## src/rtl/secded_pkg.sv

```systemverilog
// Shared types and Hamming(16,11) SECDED helpers for the memory-to-memory engine.
// Bit k of a codeword sits at Hamming position k; position 0 holds overall parity.
package secded_pkg;

  typedef logic [11:1] data_t;
  typedef logic [15:0] cw_t;

  typedef enum logic [1:0] {
    ST_OK  = 2'b00,
    ST_SGL = 2'b01,
    ST_DBL = 2'b10
  } status_e;

  typedef enum logic [2:0] {
    S_IDLE,
    S_RD_LO,
    S_RD_HI,
    S_CAP,
    S_WR_LO,
    S_WR_HI,
    S_DONE
  } state_e;

  function automatic cw_t encode(data_t d);
    logic p8, p4, p2, p1, p0;
    p8 = ^d[11:5];
    p4 = (^d[11:8]) ^ (^d[4:2]);
    p2 = d[11] ^ d[10] ^ d[7] ^ d[6] ^ d[4] ^ d[3] ^ d[1];
    p1 = d[11] ^ d[9] ^ d[7] ^ d[5] ^ d[4] ^ d[2] ^ d[1];
    p0 = (^d) ^ p8 ^ p4 ^ p2 ^ p1;
    return {d[11:5], p8, d[4:2], p4, d[1], p2, p1, p0};
  endfunction

  // Each syndrome bit is the parity of the positions whose index has that bit set.
  function automatic logic [3:0] syndrome(cw_t cw);
    logic [3:0] s;
    s[0] = cw[1] ^ cw[3] ^ cw[5] ^ cw[7] ^ cw[9] ^ cw[11] ^ cw[13] ^ cw[15];
    s[1] = cw[2] ^ cw[3] ^ cw[6] ^ cw[7] ^ cw[10] ^ cw[11] ^ cw[14] ^ cw[15];
    s[2] = (^cw[7:4]) ^ (^cw[15:12]);
    s[3] = ^cw[15:8];
    return s;
  endfunction

endpackage

```

## src/rtl/secded_codec.sv

```systemverilog
// Combinational SECDED codec: encode mode takes data in cw[10:0], decode mode corrects/classifies cw.
// Zero latency; no flow control, the engine samples the result in its CAP state.
module secded_codec
  import secded_pkg::*;
(
  input  logic    mode,
  input  cw_t     cw,
  output cw_t     result,
  output status_e status
);

  logic [3:0] s;
  logic       q;
  cw_t        fixed;
  data_t      d;

  always_comb begin
    s      = syndrome(cw);
    q      = ^cw;
    fixed  = cw;
    status = ST_OK;
    d      = '0;
    result = '0;
    if (!mode) begin
      result = encode(cw[10:0]);
    end else begin
      // Odd overall parity means one flipped bit, located by the syndrome (0 = p0 itself).
      if (q) begin
        fixed  = cw ^ (16'd1 << s);
        status = ST_SGL;
      end else if (s != 4'd0) begin
        status = ST_DBL;
      end
      d      = {fixed[15:9], fixed[7:5], fixed[3]};
      result = {status, 3'b000, d[11:9], d[8:1]};
    end
  end

endmodule

```

## src/rtl/secded_engine.sv

```systemverilog
// Walks N_MSG 16-bit messages through the codec, reading src and writing dst byte memory.
// Five cycles per message; start is only accepted in IDLE/DONE, done holds until the next run.
module secded_engine
  import secded_pkg::*;
#(
  parameter int N_MSG    = 15,
  parameter int SRC_BASE = 0,
  parameter int DST_BASE = 30,
  parameter int ADDR_W   = 8
) (
  input  logic              clk,
  input  logic              reset,
  input  logic              start,
  input  logic              mode,
  output logic              busy,
  output logic              done,
  output logic [ADDR_W-1:0] mem_addr,
  output logic              mem_we,
  output logic [7:0]        mem_wdata,
  input  logic [7:0]        mem_rdata,
  output logic [7:0]        cnt_single,
  output logic [7:0]        cnt_double
);

  if (N_MSG < 1) begin : g_chk_n
    $error("secded_engine: N_MSG must be at least 1");
  end
  if (SRC_BASE + 2 * N_MSG > 2 ** ADDR_W) begin : g_chk_src
    $error("secded_engine: source region exceeds address space");
  end
  if (DST_BASE + 2 * N_MSG > 2 ** ADDR_W) begin : g_chk_dst
    $error("secded_engine: destination region exceeds address space");
  end

  localparam logic [ADDR_W-1:0] SRC_A = ADDR_W'(SRC_BASE);
  localparam logic [ADDR_W-1:0] DST_A = ADDR_W'(DST_BASE);
  localparam logic [ADDR_W-1:0] LAST  = ADDR_W'(N_MSG - 1);
  localparam logic [ADDR_W-1:0] ONE   = ADDR_W'(1);

  state_e            state, state_nxt;
  logic              mode_q;
  logic [ADDR_W-1:0] idx;
  logic [ADDR_W-1:0] off;
  logic [7:0]        lo_q;
  cw_t               res_q;
  cw_t               codec_res;
  status_e           codec_st;

  assign off = {idx[ADDR_W-2:0], 1'b0};

  secded_codec u_codec (
    .mode   (mode_q),
    .cw     ({mem_rdata, lo_q}),
    .result (codec_res),
    .status (codec_st)
  );

  always_ff @(posedge clk) begin
    if (reset) state <= S_IDLE;
    else       state <= state_nxt;
  end

  always_comb begin
    state_nxt = state;
    busy      = 1'b1;
    done      = 1'b0;
    mem_addr  = '0;
    mem_we    = 1'b0;
    mem_wdata = '0;
    case (state)
      S_IDLE: begin
        busy = 1'b0;
        if (start) state_nxt = S_RD_LO;
      end
      S_DONE: begin
        busy = 1'b0;
        done = 1'b1;
        if (start) state_nxt = S_RD_LO;
      end
      S_RD_LO: begin
        mem_addr  = SRC_A + off;
        state_nxt = S_RD_HI;
      end
      S_RD_HI: begin
        mem_addr  = SRC_A + off + ONE;
        state_nxt = S_CAP;
      end
      S_CAP: state_nxt = S_WR_LO;
      S_WR_LO: begin
        mem_we    = 1'b1;
        mem_addr  = DST_A + off;
        mem_wdata = res_q[7:0];
        state_nxt = S_WR_HI;
      end
      S_WR_HI: begin
        mem_we    = 1'b1;
        mem_addr  = DST_A + off + ONE;
        mem_wdata = res_q[15:8];
        state_nxt = (idx == LAST) ? S_DONE : S_RD_LO;
      end
      default: state_nxt = S_IDLE;
    endcase
  end

  always_ff @(posedge clk) begin
    if (reset) begin
      idx        <= '0;
      mode_q     <= 1'b0;
      lo_q       <= '0;
      res_q      <= '0;
      cnt_single <= '0;
      cnt_double <= '0;
    end else begin
      case (state)
        S_IDLE, S_DONE: begin
          if (start) begin
            idx        <= '0;
            mode_q     <= mode;
            cnt_single <= '0;
            cnt_double <= '0;
          end
        end
        S_RD_HI: lo_q <= mem_rdata;
        S_CAP: begin
          res_q <= codec_res;
          if (codec_st == ST_SGL && cnt_single != 8'hFF) cnt_single <= cnt_single + 8'd1;
          if (codec_st == ST_DBL && cnt_double != 8'hFF) cnt_double <= cnt_double + 8'd1;
        end
        S_WR_HI: if (idx != LAST) idx <= idx + ONE;
        default: ;
      endcase
    end
  end

endmodule

```

## config.mk

```make
export PLATFORM = sky130hd
export DESIGN_NAME = secded_engine
export DESIGN_NICKNAME = d
export VERILOG_FILES = /design/src/rtl/secded_pkg.sv /design/src/rtl/secded_codec.sv /design/src/rtl/secded_engine.sv
export SDC_FILE = /design/constraint.sdc
export NUM_CORES = 1
export LEC_CHECK = 0
export BUFFER_PORTS_ARGS = -buffer_cell sky130_fd_sc_hd__buf_4
export CELL_PAD_IN_SITES_DETAIL_PLACEMENT = 1
export CELL_PAD_IN_SITES_GLOBAL_PLACEMENT = 1
export CORE_MARGIN = 1
export CORE_UTILIZATION = 35
export CTS_CLUSTER_DIAMETER = 150
export CTS_CLUSTER_SIZE = 10
export DETAILED_ROUTE_END_ITERATION = 8
export GPL_ROUTABILITY_DRIVEN = 0
export PLACE_DENSITY_LB_ADDON = 0.1
export SYNTH_ARGS = -nofsm -noshare
export SYNTH_HDL_FRONTEND = slang
export SYNTH_SLANG_ARGS = --single-unit
```

## constraint.sdc

```tcl
create_clock -name clk -period 4.75 [get_ports clk]
set_clock_uncertainty 0.05 [all_clocks]
set_input_delay 0.2375 -clock clk [delete_from_list [all_inputs] [get_ports clk]]
set_output_delay 0.2375 -clock clk [all_outputs]
set_load 0.03 [all_outputs]
```

# == After elaboration in Yosys (flattened, before gate mapping) ==
# Index checks and enable logic that the tools add are counted.
# word_totals
wordCells,103
ff_bits,52
out_inout_bits,35
in_bits,12
# classes
n_reduce_logical,20
eq_ne,16
muxes,20
shifts,1
bitwise,33
addsub,6
# op_table
cell,n
$pmux 8 s2,4
$add 8x1->8 const B,5
$mux 16,2
$mux 8,4
$pmux 8 s4,1
$xor 1x1->1,32
$pmux 3 s6,1
$ne 8x8->1 const B,2
$reduce_xor 16->1,1
$shl 1x4->16 const A,1
$xor 16x16->16,1
$reduce_xor 4->1,3
$reduce_xor 11->1,1
$eq 3x3->1 const B,3
$reduce_and 3->1,3
$add 5x8->8 const A,1
$eq 8x4->1 const B,1
$ne 8x4->1 const B,1
$reduce_xor 8->1,1
$reduce_xor 7->1,1
$eq 3x2->1 const B,2
$mux 2,3
$mux 3,2
$ne 2x2->1 const B,3
other kinds (12),17

# == Longest topological paths before layout ==
# Gate-level depths: netlist of the first run.
# depth
depth_word,15
depth_mapped,10
mapped_depth_nobuf,7

# == Hierarchy ==
# A second synthesis of the first run with hierarchy kept.
# hier_totals
cells_unflattened,497
area_unflattened_um2,3953.8
# by_module_without_submodules
module,cells_per_inst,n_inst,seq_area_each_um2,area_per_inst_um2
secded_engine,341,1,1041.0,2711.4
secded_codec,156,1,0.0,1242.4

# == Worst setup path after synthesis of the first run ==
# No wires, ideal clock.
# synth_timing
path_kind,flip-flop to flip-flop
from,register state[1]
to,register cnt_single[3]
slack_ns,2.448
synth_period_minus_slack_ns,2.302
n_path_buf,4
required_ns,4.574
setup_ns,0.126
stages_incl_launch_ff,11
arrival_ns,2.126
cell_sequence,dfxtp_1 buf_2 nand2b_1 clkbuf_1 inv_1 or4b_1 clkbuf_1 and2_0 clkbuf_1 nand2b_1 mux2i_1
# synth_between
elab_chain_cells,4
word_cells_on_any_way,9
cone_classes,eq/ne (4); mux (1); reduce/logical (4)
# synth_rtl
element,line_no,text
"start, declared",secded_engine.sv:40,"state_e state, state_nxt;"
"start signal, assigned",secded_engine.sv:60,else state <= state_nxt;
$eq 3x3->1 or $logic_not 3->1 (tied branches),secded_engine.sv:114,case (state)
$reduce_or 2->1 (no source line),--,
$ne 2x1->1 (no source line) or $reduce_bool 2->1 (tied branches),--,
$reduce_and 3->1 (no source line),--,
"end signal, assigned",secded_engine.sv:126,if (codec_st == ST_SGL && cnt_single != 8'hFF) cnt_single <= cnt_single + 8'd1;
"end, declared",secded_engine.sv:21,"output logic [7:0] cnt_single,"
# Parallel ways exist; a longest one is shown, timed or not.
# A chain may end at the register's enable or synchronous reset.

# == Worst setup path in the final report of the first run ==
# layout_timing
from,register state[0]
to,register cnt_double[3]
# layout_between
elab_chain_cells,4
word_cells_on_any_way,9
cone_classes,eq/ne (4); mux (1); reduce/logical (4)
# layout_rtl
element,line_no,text
$eq 3x3->1 or $logic_not 3->1 (tied branches),secded_engine.sv:114,
$reduce_or 2->1 (no source line),--,
$ne 2x1->1 (no source line) or $reduce_bool 2->1 (tied branches),--,
$reduce_and 3->1 (no source line),--,
"end signal, assigned",secded_engine.sv:127,if (codec_st == ST_DBL && cnt_double != 8'hFF) cnt_double <= cnt_double + 8'd1;
"end, declared",secded_engine.sv:22,output logic [7:0] cnt_double
# Parallel ways exist; a longest one is shown, timed or not.

==> reports/metrics.cfg, run 1 <==
[final_layout]
final_cell_mix=dfxtp_1 (52), buf_4 (48), nor2_1 (45), xnor2_1 (39), nand2_1 (30)
stdcell_area_sq_um=4120
stdcell_count=587
final_nets=470
area_delta_synth_final_pct=13.5
drive_gt1_frac=0.165
layout_commonest_cell=dfxtp_1
n_antenna_cell=0
fin_util=0.415

[synthesis]
netlist_instances=428
synth_fa_ha_area_frac=0.0172
synth_area_sq_um=3630
synth_xor_area_frac=0.206
synth_top_family_by_area=simple AND/OR/NAND/NOR gates
synth_edf_count=0
synthSimpleGateAreaFrac=0.217
synthFlopType=dfxtp_1
synth_compound_area_frac=0.157
synth_area_leader_cell=dfxtp_1
netlist.area_leader.share=0.287
synthDistinctLibCells=54
synth-seq-area-share=0.287
yosys_warnings=0
syn_avg_cell_area_sq_um=8.47
muxShareOfSynthArea=0.0666
ys_async_sr_fraction=0
ys_top_cells_by_area=dfxtp_1 (29%), xnor2_1 (9.4%), mux2i_1 (6.3%), nor2_1 (4.7%), xnor2_2 (4.0%)
synth_nets=445
ys_seq_elements=52

[global_routing]
grt_pass1_vias=3289
grt_overflow_total=0
grt_use_total=0.192
grt_max_degree=26
grt_pass1_wl_um=16800
antenna_found_initial=0

[setup_path]
path_class=reg -> reg
rr_worst_depth=6
critPathMaxStageDelay_ns=0.82
crit_fanout=18
timing.critical_path.buf_inv=0
cp_data_arrival_time_ns=3.42
cpMaxStageDelayCell=dfxtp_1
startpoint_type=register
crit_required_ns=4.94
crit_cells=6
cp-end-kind=register
crit_path_cell_trace=and3b_1 > nand2_1 > a41oi_1 > nand4_1 > or4_1 > a21oi_1
path_delay_family=simple AND/OR/NAND/NOR gates
r2r_slack_ns=1.52

[timing]
worst-slew-pin-transition_ns=0.772
hold_violations=0
rsz0062_at_grt=false
period_share=0.679
final-setup-viol-count=0
slew_headroom=0.485
period_needed_ns=3.23
fin_setup_tns_ns=0
maxSlewViolCount=0
fmax_mhz=310

[drt]
drc=0
top_layer=met4
wl_met2_um=5180
wl_per_cell_um=16.9
drtIter0Drc=89
antenna_left=0
wl_met1_um=4420
vias=3164
drt_pass1_iterations=4
wl_met3_um=184
routed_wl_um=9890
viasPerCell=5.39

[clocking]
root_buffer=clkbuf_8
cts_max_path_buffers=2
cts-resized-gates=0
cts_setup_buffers=0
cts_sinks=52
cts.clk_slew.worst_paths_ns=0.10
ctsHoldBuffers=0
clk_latency_ns=0.31
cts-buffers-inserted=5
htreeDepth=2
cts_tree=built

[status]
status=finished clean

[die]
start_util=0.366
rows=36
die_x_um=104
die_area_sq_um=10800
core_region_area_sq_um=9910
boundaryPins=47
die_h_um=104

[place]
port_buffers=46
dp.cells=579
place_area_sq_um=4010
dp_hpwl_um=7480

[pwr]
power.internal_mw=0.770
leakage_nw=1.44
power_density_nw_per_um2=303
pwr-share-comb=0.365
peakVddDrop_mv=0.127
total_power_mw=1.25
p_switching_mw=0.476
sw_frac_of_total=0.382
p_seq_frac=0.381
p_clk_frac=0.254

[run]
drv_cap=0

[hold_path]
min_path_cells=3
hp-class=in -> reg

final timing paths:
| kind | startpoint | endpoint |
|---|---|---|
| worst min-delay path | mode | mode_q$_SDFFE_PP0P_ |
| worst max register to register | state[0]$_SDFFE_PP0P_ | cnt_double[3]$_SDFFE_PP0P_ |
| worst max-delay path | state[0]$_SDFFE_PP0P_ | cnt_double[3]$_SDFFE_PP0P_ |
| worst min register to register | res_q[14]$_SDFFE_PP0P_ | res_q[14]$_SDFFE_PP0P_ |
flip-flops by register name, summed over array words and instances, names as in the netlist:
name        flops
cnt_single      8
mode_q          1
state           3
lo_q            8
idx             8
cnt_double      8
res_q          16
synth_stat cells (3+ instances only):
| cell type | count |
|---|---|
| a211oi_1 | 13 |
| a21oi_1 | 23 |
| a31oi_1 | 8 |
| and3_1 | 8 |
| and4_1 | 6 |
| buf_2 | 8 |
| buf_6 | 3 |
| clkbuf_1 | 16 |
| dfxtp_1 | 52 |
| ha_1 | 5 |
| inv_1 | 7 |
| mux2i_1 | 23 |
| nand2_1 | 30 |
| nand2b_1 | 6 |
| nand3_1 | 11 |
| nand4_1 | 17 |
| nor2_1 | 45 |
| nor3_1 | 9 |
| o21ai_0 | 22 |
| o31ai_1 | 8 |
| or4_1 | 7 |
| xnor2_1 | 39 |
| xnor2_2 | 9 |
| xor2_1 | 10 |
| xor2_2 | 4 |
worst reg2reg max path: stages (launching register included):
cell	delay, ns
dfxtp_1	0.82
and3b_1	0.59
nand2_1	0.29
a41oi_1	0.66
nand4_1	0.19
or4_1	0.42
a21oi_1	0.14
per-layer routing:
metal / vias up / track usage
met1: 1545 / 0.233
met4: 0 / 0.0459
met5: - / 0
li1: 1577 / -
met3: 10 / 0.0252
met2: 32 / 0.356
area by class of cell:
cell class / instances / area (sq um)
repair buffers: 48 / 360
clock buffers: 6 / 72.6
multi-input cells: 338 / 2410
clock inverters: 2 / 38.8
well taps: 133 / 166
flip-flops and latches: 52 / 1040
fillers: 1205 / 5790
inverters: 8 / 30.0
through the flow:
step | hold slack (ns) | setup WS [ns]
6_report | 0.111 | 1.52
3_3_place_gp | 0.401 | 1.62
5_1_grt | 0.102 | 1.23
3_5_place_dp | 0.401 | 1.50
2_1_floorplan | 0.331 | 2.45
4_1_cts | 0.102 | 1.50
cells by family (layout without fill, tap and decap cells):
kind of cell,after synthesis,count (layout)
and+or+nand+nor,153,153
AOI/OAI and AO/OA,90,90
xor gates and xnor gates,66,66
DFF,52,52
buffers and inverters,38,64
muxes,24,24
adders and majority gates,5,5
power by group through the flow:
stage / combinational [mW] / clock, mW / sequential, mW
5_1_grt: 0.501 / 0.346 / 0.478
2_1_floorplan: 0.378 / 0 / 0.465
6_report: 0.454 / 0.317 / 0.475
3_3_place_gp: 0.452 / 0 / 0.485
4_1_cts: 0.459 / 0.331 / 0.475
3_5_place_dp: 0.459 / 0 / 0.486
No activity file was read; power rests on OpenSTA's default activity.
==> inputs of run 2 (changes only) <==
- ABC_AREA: default -> 1
- clock period: 4.75 -> 3.18 ns (I/O delays scaled with it)
==> run 2 against run 1 <==
- sequential power is 54% higher
- critical path depth is 7 higher
- area after synthesis is 4.5% higher
- register-to-register slack worse by 0.84 ns
- count of clock-buffer cells in the layout is 1 lower
- setup slack worse by 0.84 ns
- largest power group is now combinational logic
- core utilization is 0.18 points higher
- clock power is 30% higher
- die area is 4.4% higher
- via count is 31% higher
==> reports/metrics.cfg, run 2 <==
[synthesis]
synth_edf_count=0
synth-seq-area-share=0.275
synth_area_sq_um=3790
synth_area_leader_cell=dfxtp_1
netlist_instances=614
ys_top_cells_by_area=dfxtp_1 (27%), nand2_1 (20%), nand3_1 (7.7%), a21oi_1 (6.7%), inv_1 (5.2%)
synthDistinctLibCells=42
synth_nets=631
netlist.area_leader.share=0.275
ys_seq_elements=52
syn_avg_cell_area_sq_um=6.17
synthFlopType=dfxtp_1
yosysMostFrequentCell=nand2_1
yosys_warnings=0
ys_async_sr_fraction=0
synthTopCellsByCount=nand2_1 (198), nand3_1 (58), inv_1 (53)

[timing]
fin_setup_tns_ns=0
worst-slew-pin-transition_ns=0.790
finalHoldWorstSlack_ns=0.0892
fmax_mhz=400
period_needed_ns=2.50
slew_headroom=0.471
rsz0062_at_grt=false
maxSlewViolCount=0
hold_violations=0
final-setup-viol-count=0
period_share=0.786

[pwr]
peakVddDrop_mv=0.192
power_density_nw_per_um2=440
pwr-share-comb=0.402
sw_frac_of_total=0.442
power.internal_mw=1.07
leakage_nw=1.96
p_switching_mw=0.844
p_clk_frac=0.216
p_seq_frac=0.382
total_power_mw=1.91

[die]
rows=37
core_region_area_sq_um=10400
die_h_um=106
boundaryPins=47
die_x_um=106
start_util=0.364
die_area_sq_um=11200

[global_routing]
grt_pass1_vias=4246
antenna_found_initial=0
grt_max_degree=30
grt_use_total=0.238
grt_pass1_wl_um=21200
grt_overflow_total=0

[setup_path]
r2r-end=cnt_double[1]$_SDFFE_PP0P_
crit_path_cell_trace=inv_2 > nand2_1 > nand2_1 > nand2_1 > nand2_1 > nand2_1 > nand2_2 > nand2_2 > nand2_2 > nor2_2 > nand3_2 > or2_1 > a21oi_1
startpoint_type=register
path_delay_family=simple AND/OR/NAND/NOR gates
cpMaxStageDelayCell=dfxtp_1
timing.critical_path.buf_inv=1
worst_path_most_repeated_cell=nand2_1
endpoint=cnt_double[1]$_SDFFE_PP0P_
rr_worst_depth=13
crit_cells=13
critPathLaunch=lo_q[6]$_SDFFE_PP0P_
critPathMaxStageDelay_ns=0.68
crit_required_ns=3.39
r2r_start=lo_q[6]$_SDFFE_PP0P_
crit_fanout=11
cp-end-kind=register
path_class=reg -> reg
r2r_slack_ns=0.68
cp_data_arrival_time_ns=2.71

[clocking]
cts_sinks=52
cts.clk_slew.worst_paths_ns=0.11
root_buffer=clkbuf_8
cts_tree=built
cts_setup_buffers=0
clk_latency_ns=0.32
cts-resized-gates=0
htreeDepth=2
cts-buffers-inserted=5
ctsHoldBuffers=0
cts_max_path_buffers=2

[final_layout]
n_antenna_cell=0
fillers=1455
drive_gt1_frac=0.179
top_register=res_q
area_delta_synth_final_pct=14.7
layout_commonest_cell=nand2_1
fin_util=0.417
final_cell_mix=nand2_1 (198), nand3_1 (58), inv_1 (53), dfxtp_1 (52)
largest_reg_flops=16
stdcell_area_sq_um=4350
final_nets=670

[drt]
vias=4150
drt_pass1_iterations=4
drc=0
wl_per_cell_um=16.1
routed_wl_um=12700
antenna_left=0
drtIter0Drc=239
viasPerCell=5.25

[place]
dp_hpwl_um=9980
place_area_sq_um=4260
port_buffers=46

[run]
drv_cap=0

[status]
status=finished clean

[hold_path]
hp-class=in -> reg
hp-start=start

## run 2: changes by cell type in the layout (fill, tap and decap cells not counted), moves of 12 or more
cell	previous run	this run
nand3_1	11	58
inv_1	7	53
a211oi_1	13	1
nand2_2	0	19
a21oi_1	23	51
nand2_1	30	198
mux2i_1	23	0
nand4_1	17	5
xnor2_1	39	4
## run 2: metal layers
metal / part of all wire / GRT usage
met5: 0 / 0
met4: 0.015 / 0.0675
met3: 0.041 / 0.0270
met2: 0.47 / 0.407
met1: 0.48 / 0.315
## run 2: tightest hold or removal path, cell delays in order
cell     delay [ns]
buf_4          0.09
o21ai_0        0.08
nor2_1         0.09
## run 2: cells by family after synthesis
logic type | share of synthesized area
AOI/OAI and AO/OA | 0.157
buffers and inverters | 0.0928
DFF | 0.275
xor gates and xnor gates | 0.0413
adders and majority gates | 0.0165
and+or+nand+nor | 0.418
## run 2: power by group through the flow
stage	sequential (mW)	clock [mW]	combinational, mW
finish	0.730	0.412	0.768
global route	0.734	0.445	0.860
CTS	0.729	0.422	0.765
detailed placement	0.743	0	0.759
global placement	0.743	0	0.741
floorplan	0.715	0	0.580
## run 2: per-stage QoR
| step | cells | setup slack [ns] |
|---|---|---|
| floorplan | 614 | 1.20 |
| global placement | 782 | 0.761 |
| detailed placement | 782 | 0.750 |
| CTS | 790 | 0.704 |
| global route | 790 | 0.474 |
| finish | 790 | 0.679 |
## run 2: layout make-up
type / count / area, sq um / share of cell area
Clock buffer: 5 / 68.8 / 0.0158
Clock inverter: 3 / 21.3 / 0.00489
Inverter: 69 / 264 / 0.0608
Multi-Input combinational cell: 474 / 2400 / 0.552
Sequential cell: 52 / 1040 / 0.240
Tap cell: 136 / 170 / 0.0392
Timing Repair Buffer: 51 / 383 / 0.0881
## run 2: worst min path at each step
stage / slack (ns) / cells past startpoint / end
floorplan: 0.18 / 1 / cnt_single[1]$_SDFFE_PP0P_
global route: 0.10 / 3 / state[0]$_SDFFE_PP0P_
CTS: 0.08 / 3 / state[0]$_SDFFE_PP0P_
global placement: 0.40 / 3 / state[0]$_SDFFE_PP0P_
finish: 0.09 / 3 / state[0]$_SDFFE_PP0P_
detailed placement: 0.41 / 2 / res_q[5]$_SDFFE_PP0P_
==> inputs of run 3 (changes only) <==
- clock period: 3.18 -> 2.1 ns (I/O delays scaled with it)
==> run 3 against run 2 <==
- clock power increased by 54%
- sequential power increased by 48%
- worst hold slack got worse by 0.066 ns
- sequential share of layout area decreased by 1.3 points
- maximum frequency increased by 24%
- core utilization increased by 2.9 points
- sequential cell count unchanged
- non-clock buffer count increased by 25
- wire length increased by 1.3%
- count of clock-buffer cells in the layout unchanged
- via count increased by 1.2%
- critical path type unchanged
- critical endpoint unchanged
- largest cell class unchanged
- highest routed layer unchanged
==> reports/metrics.cfg, run 3 (same netlist as run 2, synthesis figures left out) <==
[status]
status=finished clean

[drt]
drt_pass1_iterations=4
wl_per_cell_um=15.8
routed_wl_um=12900
vias=4200
viasPerCell=5.15
antenna_left=0
drc=0
drtIter0Drc=181

[setup_path]
worst_path_most_repeated_cell=nand2_1
crit_fanout=11
cp_data_arrival_time_ns=2.24
cp-end-kind=register
critPathMaxStageDelay_ns=0.38
startpoint_type=register
crit_cells=14
path_class=reg -> reg
path_delay_family=simple AND/OR/NAND/NOR gates
timing.critical_path.buf_inv=2
cpMaxStageDelayCell=dfxtp_4
crit_required_ns=2.31
rr_worst_depth=14
crit_path_cell_trace=buf_4 > nand2_1 > nand2_1 > nand2_1 > nand2_2 > nand2_1 > nand2_2 > nand2_4 > nand2_2 > nor2_4 > nand3_2 > buf_12 > or2_1 > a21oi_2

[run]
drv_cap=0

[place]
dp_hpwl_um=10000
dp.cells=807
port_buffers=46
preCtsSetupSlack_ns=-0.0369
place_area_sq_um=4460

[die]
die_x_um=106
die_h_um=106
boundaryPins=47
start_util=0.364
core_region_area_sq_um=10400
rows=37
die_area_sq_um=11200

[global_routing]
met2_usage=0.383
grt_overflow_total=0
grt_max_degree=30
grt_use_total=0.236
grt_pass1_vias=4183
grt_use_met3=0.0276
grt_pass1_wl_um=21200
busiest_layer=met2
grtUsageMet1=0.334
antenna_found_initial=0

[final_layout]
n_antenna_cell=0
largest_reg_flops=16
area_delta_synth_final_pct=22.7
drive_gt1_frac=0.244
final_nets=695
top_register=res_q
final_cell_mix=nand2_1 (189), buf_4 (75), nand3_1 (56), inv_1 (50), a21oi_1 (50)
layout_commonest_cell=nand2_1
stdcell_area_sq_um=4650
stdcell_count=815
fin_util=0.446

[clocking]
root_buffer=clkbuf_8
cts-buffers-inserted=5
clk_latency_ns=0.32
cts_tree=built
cts_max_path_buffers=2
htreeDepth=2
cts_sinks=52
cts.clk_slew.worst_paths_ns=0.11

[pwr]
leakage_nw=2.12
power_density_nw_per_um2=663
peakVddDrop_mv=0.299

[hold_path]
min_path_cells=3
hp-class=in -> reg

[timing]
final-setup-viol-count=0
fin_ws_ns=0.0767
maxSlewViolCount=0
slew_headroom=0.616
period_needed_ns=2.02
hold_violations=0
period_share=0.963
worst-slew-pin-transition_ns=0.575
finalHoldWorstSlack_ns=0.0232
fmax_mhz=494

[run 3: changes by cell type in the layout (fill, tap and decap cells not counted), sizes merged]
cell	before	now
buf	51	76
clkinv	4	5
clkinvlp	1	0
[run 3: report_power, final]
group / total, mW / internal (mW) / switching, mW
registers: 1.08 / 1.03 / 0.0481
logic: 1.37 / 0.454 / 0.916
clock network: 0.634 / 0.241 / 0.393
total: 3.09 / 1.73 / 1.36
[run 3: routing by layer]
layer	up-vias	wire length (um)
met4	0	157
met5	-	0
li1	2112	-
met2	68	5940
met1	2005	6440
met3	15	369
[run 3: stage by stage]
step / power [mW] / TNS (ns)
final: 3.09 / 0
after global routing: 3.28 / -0.0698
after global placement: 2.34 / 0
after floorplan: 1.96 / 0
after detailed placement: 2.37 / -0.0442
after CTS: 3.02 / 0
[run 3: layout make-up]
type | count | area [sq um]
Clock buffer | 5 | 68.8
Inverter | 69 | 264
Multi-Input combinational cell | 474 | 2490
Sequential cell | 52 | 1050
Fill cell | 1410 | 5770
Tap cell | 136 | 170
Timing Repair Buffer | 76 | 583
Clock inverter | 3 | 22.5
[run 3: worst reg2reg max path, delay by kind of cell (launching register included)]
kind            cells  cell delay [ns]
buf+inv             2             0.32
simple gates       11             1.11
compound gates      1             0.11
flops               1             0.38
[run 3: path summary, 6_finish.rpt]
path | startpoint | to | slack [ns]
worst max-delay path | lo_q[7]$_SDFFE_PP0P_ | cnt_double[1]$_SDFFE_PP0P_ | 0.08
worst min-delay path | mem_rdata[4] | lo_q[4]$_SDFFE_PP0P_ | 0.02
worst max register to register | lo_q[7]$_SDFFE_PP0P_ | cnt_double[1]$_SDFFE_PP0P_ | 0.08
worst min register to register | res_q[4]$_SDFFE_PP0P_ | res_q[4]$_SDFFE_PP0P_ | 0.43
[run 3: what timing repair did]
| item | 4_1_cts | 5_1_grt |
|---|---|---|
| setup endpoints to repair | 2 | 24 |
| hold buffers | 0 | 0 |
| pin swaps | 0 | 3 |
| buffers inserted | 0 | 0 |
| resized for setup | 3 | 31 |
